===== src/rtl/lightgun_sense.sv =====
// Light-phaser photodiode model: tracks the Maria beam position and pulses an
// active-low light-sense line when the beam crosses the gun aim window.
module lightgun_sense #(
   parameter int         WIN_X       = 4,
   parameter int         WIN_Y       = 2,
   parameter logic [3:0] LUM_THRESH  = 4'd8,
   parameter int         PULSE_LINES = 3
) (
   input  logic       clk_sys,
   input  logic       reset,
   input  logic       mclk0,
   input  logic [7:0] uv_in,
   input  logic       hblank,
   input  logic       vblank,
   input  logic [8:0] gun_x,
   input  logic [8:0] gun_y,
   input  logic       gun_en,
   input  logic       trigger_raw,
   output logic       sense_n,
   output logic       trigger_n,
   output logic [8:0] beam_x,
   output logic [8:0] beam_y,
   output logic       hit
);

   localparam int CW = $clog2(PULSE_LINES + 1);

   typedef enum logic [1:0] {
      IDLE    = 2'd0,
      PULSE   = 2'd1,
      HOLDOFF = 2'd2
   } state_t;

   state_t        state, state_d;
   logic [CW-1:0] line_cnt, line_cnt_d;
   logic          hblank_q, vblank_q;
   logic          h_rise, v_rise;
   logic          in_win;
   logic          sync1, sync2;
   logic [9:0]    bx10, by10, gx10, gy10;
   logic          unused_chroma;

   // Only luma decides brightness; chroma is deliberately ignored.
   assign unused_chroma = ^uv_in[7:4];

   assign h_rise = hblank & ~hblank_q;
   assign v_rise = vblank & ~vblank_q;

   always_ff @(posedge clk_sys or posedge reset) begin
      if (reset) begin
         hblank_q <= 1'b0;
         vblank_q <= 1'b0;
      end else begin
         hblank_q <= hblank;
         vblank_q <= vblank;
      end
   end

   // Beam position counters: clears win over increments, both saturate at 511.
   always_ff @(posedge clk_sys or posedge reset) begin
      if (reset) begin
         beam_x <= 9'd0;
         beam_y <= 9'd0;
      end else begin
         if (h_rise)
            beam_x <= 9'd0;
         else if (mclk0 && !hblank && !vblank && beam_x != 9'd511)
            beam_x <= beam_x + 9'd1;

         if (v_rise)
            beam_y <= 9'd0;
         else if (h_rise && !vblank && beam_y != 9'd511)
            beam_y <= beam_y + 9'd1;
      end
   end

   // Window compare widened to 10 bits so neither side can wrap.
   assign bx10 = {1'b0, beam_x};
   assign by10 = {1'b0, beam_y};
   assign gx10 = {1'b0, gun_x};
   assign gy10 = {1'b0, gun_y};

   assign in_win = !hblank && !vblank && mclk0
                && (bx10 + 10'(WIN_X) >= gx10) && (bx10 <= gx10 + 10'(WIN_X))
                && (by10 >= gy10) && (by10 <= gy10 + 10'(WIN_Y))
                && (uv_in[3:0] >= LUM_THRESH);

   always_ff @(posedge clk_sys or posedge reset) begin
      if (reset) begin
         state    <= IDLE;
         line_cnt <= '0;
         sense_n  <= 1'b1;
      end else begin
         state    <= state_d;
         line_cnt <= line_cnt_d;
         sense_n  <= (state_d != PULSE);
      end
   end

   always_comb begin
      state_d    = state;
      line_cnt_d = line_cnt;
      hit        = 1'b0;
      if (!gun_en) begin
         state_d = IDLE;
      end else begin
         case (state)
            IDLE: begin
               if (in_win && !v_rise) begin
                  state_d    = PULSE;
                  line_cnt_d = CW'(PULSE_LINES);
                  hit        = 1'b1;
               end
            end
            PULSE: begin
               // A pulse is cut short at the frame boundary.
               if (v_rise) begin
                  state_d = IDLE;
               end else if (h_rise) begin
                  if (line_cnt <= CW'(1)) begin
                     line_cnt_d = '0;
                     state_d    = HOLDOFF;
                  end else begin
                     line_cnt_d = line_cnt - CW'(1);
                  end
               end
            end
            HOLDOFF: begin
               if (v_rise)
                  state_d = IDLE;
            end
            default: state_d = IDLE;
         endcase
      end
   end

   always_ff @(posedge clk_sys or posedge reset) begin
      if (reset) begin
         sync1     <= 1'b0;
         sync2     <= 1'b0;
         trigger_n <= 1'b1;
      end else begin
         sync1     <= trigger_raw;
         sync2     <= sync1;
         trigger_n <= gun_en ? ~sync2 : 1'b1;
      end
   end

endmodule


===== config.mk =====
export PLATFORM = sky130hd
export DESIGN_NAME = lightgun_sense
export DESIGN_NICKNAME = d
export VERILOG_FILES = /design/src/rtl/lightgun_sense.sv
export SDC_FILE = /design/constraint.sdc
export NUM_CORES = 1
export LEC_CHECK = 0
export CORE_ASPECT_RATIO = 1.5
export CORE_MARGIN = 5
export CORE_UTILIZATION = 23
export CTS_CLUSTER_DIAMETER = 120
export DETAILED_ROUTE_END_ITERATION = 10
export PLACE_DENSITY = 0.48
export SLEW_MARGIN = 40
export SYNTH_ARGS = -nofsm -noshare
export SYNTH_HDL_FRONTEND = slang
export SYNTH_SLANG_ARGS = --single-unit

===== constraint.sdc =====
create_clock -name clk_sys -period 3.3 [get_ports clk_sys]
set_clock_uncertainty 0.2 [all_clocks]
set_input_delay 0.495 -clock clk_sys [delete_from_list [all_inputs] [get_ports clk_sys]]
set_output_delay 0.495 -clock clk_sys [all_outputs]
set_load 0.02 [all_outputs]

==> parameters.txt <==
Parameter                              Value

Global routing
  Global-route met2 utilization ... 22.7%
  Via count of the first global-routing pass ... between 2000 and 2500
  Total GRT Usage ... 10.8%
  Met3 track demand over resource ... 0.836%
  GR Util met1 ... ~11%
  Overflow left after global routing ... 0
  Most used routing layer ... met2
  Pin count of the biggest net entering global routing ... 29
  Number of antenna violations at the first check in global routing ... 0
  Global-route wire length before repair ... 11.2 mm

Worst setup path
  WS Path Type ... in -> out
  Worst Setup End Kind ... output port
  Highest-delay cell along the critical path ... sky130_fd_sc_hd__or3_1
  Maximum fanout count along the critical path ... 4
  Data arrival at the endpoint of the critical path ... 2710 ps
  Required time at the endpoint of the critical path ... 2600 ps
  Maximum single-stage delay on the critical path ... 380 ps
  Most common cell type on the critical path ... sky130_fd_sc_hd__buf_6
  Cells along the critical path ... buf_6, and3_4, nand3_2, or3_1, xnor2_1, ha_1, a22o_1, nor4_2, a311oi_1, or3_4, inv_2, buf_6
  Type of origin of the critical path ... input port

Layout
  Area growth from synthesis to final layout ... 54.9%
  Post-layout instance area ... 3690 sq um
  Net count reported at finish ... 460
  Antenna diode count ... 0
  Core occupancy in the finished layout ... 36.4%
  Share of layout cells above drive strength 1 ... 29.3%

Floorplanning
  Die Ht ... around 130 um
  Die area ... 12500 sq um
  Area of the placeable core ... between 10000 and 15000 sq um
  Initial cell density of the core ... 23.5%
  Die boundary width ... 93.1 um
  Floorplan row count ... 45
  # IOs ... 54

Hold path
  Min-delay worst type ... reg -> reg

Logic synthesis
  Mux cell area share after synthesis ... less than 1%
  Yosys warning count ... 0
  Count of mapped cells out of synthesis ... 268
  Mean instance size in the synthesized netlist ... 8.89 sq um
  Post-synthesis cell type count ... 44
  Cell area after synthesis ... 2380 sq um
  Register area share after synthesis ... a little under 30%
  Cell types with the largest area share after synthesis ... sky130_fd_sc_hd__dfrtp_1 27%, sky130_fd_sc_hd__ha_1 21%, sky130_fd_sc_hd__xnor2_1 6.2%
  Post-Synthesis Net Count ... around 340
  Share of synthesized flip-flops with an asynchronous set or reset ... 100%
  Synthesized-area fraction occupied by xor and xnor cells ... around 8.8%
  Number of enable-type register cells in the synthesized netlist ... 0
  Post-synth top area share ... a little over a quarter
  Synth top cells by count ... 40 x sky130_fd_sc_hd__ha_1, 26 x sky130_fd_sc_hd__dfrtp_1, 26 x sky130_fd_sc_hd__inv_1
  Library cell with the highest instance count after synthesis ... sky130_fd_sc_hd__ha_1
  Prevailing post-synth register cell ... sky130_fd_sc_hd__dfrtp_1
  Post-synthesis cell type with the largest combined area ... sky130_fd_sc_hd__dfrtp_1
  Post-synthesis adder-cell area fraction ... a little over a fifth
  Basic-gate share of the synthesized area counting and, or, nand and nor cells ... 22.0%
  Largest family of logic cells by synthesized area ... simple AND/OR/NAND/NOR gates
  Compound-Gate Fraction of Synth Area ... approximately an eighth
  Number of synthesized register bits ... 28

CTS
  Clock buffer depth ... 2
  TritonCTS clock tree ... yes
  Number of levels the H-tree was split into ... 1
  Clock slew seen by the registers of the worst setup and hold paths ... 70 ps
  Number of buffers created by CTS ... 3
  Post-cts hold buffer count ... 0
  Clock sink total ... 28
  Clock latency at the later pin of the worst-skew pair ... around 260 ps
  Master cell of the clock root buffer ... sky130_fd_sc_hd__clkbuf_16

Detailed routing
  Number of iterations in the first detailed-routing pass ... 4
  Drt via density ... about 4.6
  Post-detailed-route DRC marker count ... 0
  Routed Wire Length ... 6.68 mm
  WL/cell ... 13.3 um
  Vias ... 2300
  Count of routing violations after the opening detailed-route iteration ... 40
  Routed Antenna Nets ... 0

Power
  P per Cell Area ... 262 nW/um^2
  Maximum vdd ir drop ... 0.000169 V
  Leakage power total ... around 1.8 nW

STA
  Final cycle utilization of the critical path ... 103%
  Finish-stage setup viols ... 1
  Relative slew slack ... 64.5%
  RSZ-0062 raised after global routing ... yes
  Fin worst setup slack ... -107 ps
  Final Hold Viols ... 0
  Highest attainable clock frequency ... 0.294 GHz
  Max Transition Viols Final ... 0
  Time the final worst path needs with I/O delays and setup ... 3410 ps
  Slew at the pin closest to its max-slew limit ... 531 ps

Placement
  Worst slack after detailed placement ... -1050 ps
  Instance area at placement ... 3460 sq um
  Final weighted congestion in routability-driven placement ... 0.788
  # port buffers ... 46
  HPWL after DPL ... 5.61 mm

Run status
  Outcome ... finished with violations
  Failing checks ... setup timing

Run
  Total of max-cap violations ... 0
==> what timing repair did <==
action / 4_1_cts / 5_1_grt
gates resized for setup: 42 / 20
setup endpoints to repair: 1 / 1
pin swaps: 13 / 14
setup buffers: 4 / 3
==> worst max-delay path: cells and delay by family <==
family                     cells  cell delay, ps
and+or+nand+nor                5            1170
buffers and inverters          3             240
xor gates and xnor gates       1             140
adders and majority gates      1             320
AOI/OAI and AO/OA              2             350
==> stage by stage <==
stage	setup TNS [ps]	hold WS, ps	instances	total power [mW]
floorplan	0	131	268	0.481
global placement	-1550	133	492	0.611
detailed placement	-1840	150	492	0.615
CTS	-255	166	500	0.981
global route	-209	175	503	1.02
finish	-107	163	503	0.969
==> cell type report <==
type | instances | area (sq um)
timing repair buffer | 117 | 976
sequential | 28 | 704
tap | 117 | 146
fill | 1087 | 6440
inverter | 26 | 97.6
clock buffer | 3 | 75.1
multi-input combinational | 211 | 1660
clock inverter | 1 | 30.0
==> logic make-up (layout without fill, tap and decap cells) <==
kind of cell | Yosys count | in the layout
simple gates | 97 | 97
compound gates | 48 | 48
fa+ha+maj | 40 | 40
buf+inv | 29 | 147
flops | 28 | 28
xor+xnor | 24 | 24
mux | 2 | 2
==> where the power goes <==
group	switching [mW]	internal, mW
Clock	0.116	0.242
Sequential	0.00929	0.355
Combinational	0.116	0.131
Total	0.241	0.727
==> state kept, by name, summed over array words and instances (netlist names) <==
register / count
beam_x: 9
beam_y: 9
hblank_q: 1
line_cnt: 2
sense_n: 1
state: 2
sync1: 1
sync2: 1
trigger_n: 1
vblank_q: 1
==> cell usage in the layout, fill, tap and decap left out, types with 2 or more instances in the layout <==
cell type / netlist / routed
sky130_fd_sc_hd__nand3_1: 16 / 12
sky130_fd_sc_hd__o21bai_1: 2 / 2
sky130_fd_sc_hd__ha_4: 0 / 2
sky130_fd_sc_hd__ha_1: 40 / 37
sky130_fd_sc_hd__and3_1: 4 / 3
sky130_fd_sc_hd__mux2i_1: 2 / 2
sky130_fd_sc_hd__clkdlybuf4s50_1: 0 / 33
sky130_fd_sc_hd__nor2b_1: 4 / 4
sky130_fd_sc_hd__buf_2: 0 / 2
sky130_fd_sc_hd__nand2_1: 25 / 25
sky130_fd_sc_hd__nand4_1: 7 / 7
sky130_fd_sc_hd__nand2b_1: 5 / 5
sky130_fd_sc_hd__or3_1: 6 / 6
sky130_fd_sc_hd__nor3_4: 1 / 2
sky130_fd_sc_hd__a21o_1: 2 / 2
sky130_fd_sc_hd__inv_2: 0 / 3
sky130_fd_sc_hd__buf_6: 0 / 4
sky130_fd_sc_hd__inv_1: 26 / 23
sky130_fd_sc_hd__nor2_1: 15 / 15
sky130_fd_sc_hd__xnor2_1: 17 / 17
sky130_fd_sc_hd__xor2_1: 7 / 7
sky130_fd_sc_hd__a21oi_1: 11 / 10
sky130_fd_sc_hd__dfstp_2: 2 / 2
sky130_fd_sc_hd__dlygate4sd2_1: 0 / 4
sky130_fd_sc_hd__a31oi_1: 2 / 2
sky130_fd_sc_hd__clkbuf_16: 0 / 3
sky130_fd_sc_hd__clkbuf_2: 1 / 2
sky130_fd_sc_hd__o211ai_1: 4 / 4
sky130_fd_sc_hd__dfrtp_1: 26 / 25
sky130_fd_sc_hd__a211oi_1: 4 / 3
sky130_fd_sc_hd__o21ai_0: 14 / 14
sky130_fd_sc_hd__a211o_1: 3 / 3
sky130_fd_sc_hd__buf_4: 0 / 71
sky130_fd_sc_hd__nand3_2: 1 / 5
==> metal layers <==
metal,vias to the layer above,routed length (um)
met3,5,124
li1,1180,-
met2,21,3890
met5,-,0
met4,0,52
met1,1094,2610
==> worst paths after layout <==
path                           start         to  slack, ps  cells past startpoint
min reg2reg                    sync1      sync2        160                      0
max reg2reg                beam_x[4]    sense_n        540                     11
max in group asynchronous      reset  trigger_n       2200                      3
min in group asynchronous      reset      sync1        400                      3
max                         gun_y[4]        hit       -110                     12
min                            sync1      sync2        160                      0
(Power assumes the default switching activity.)
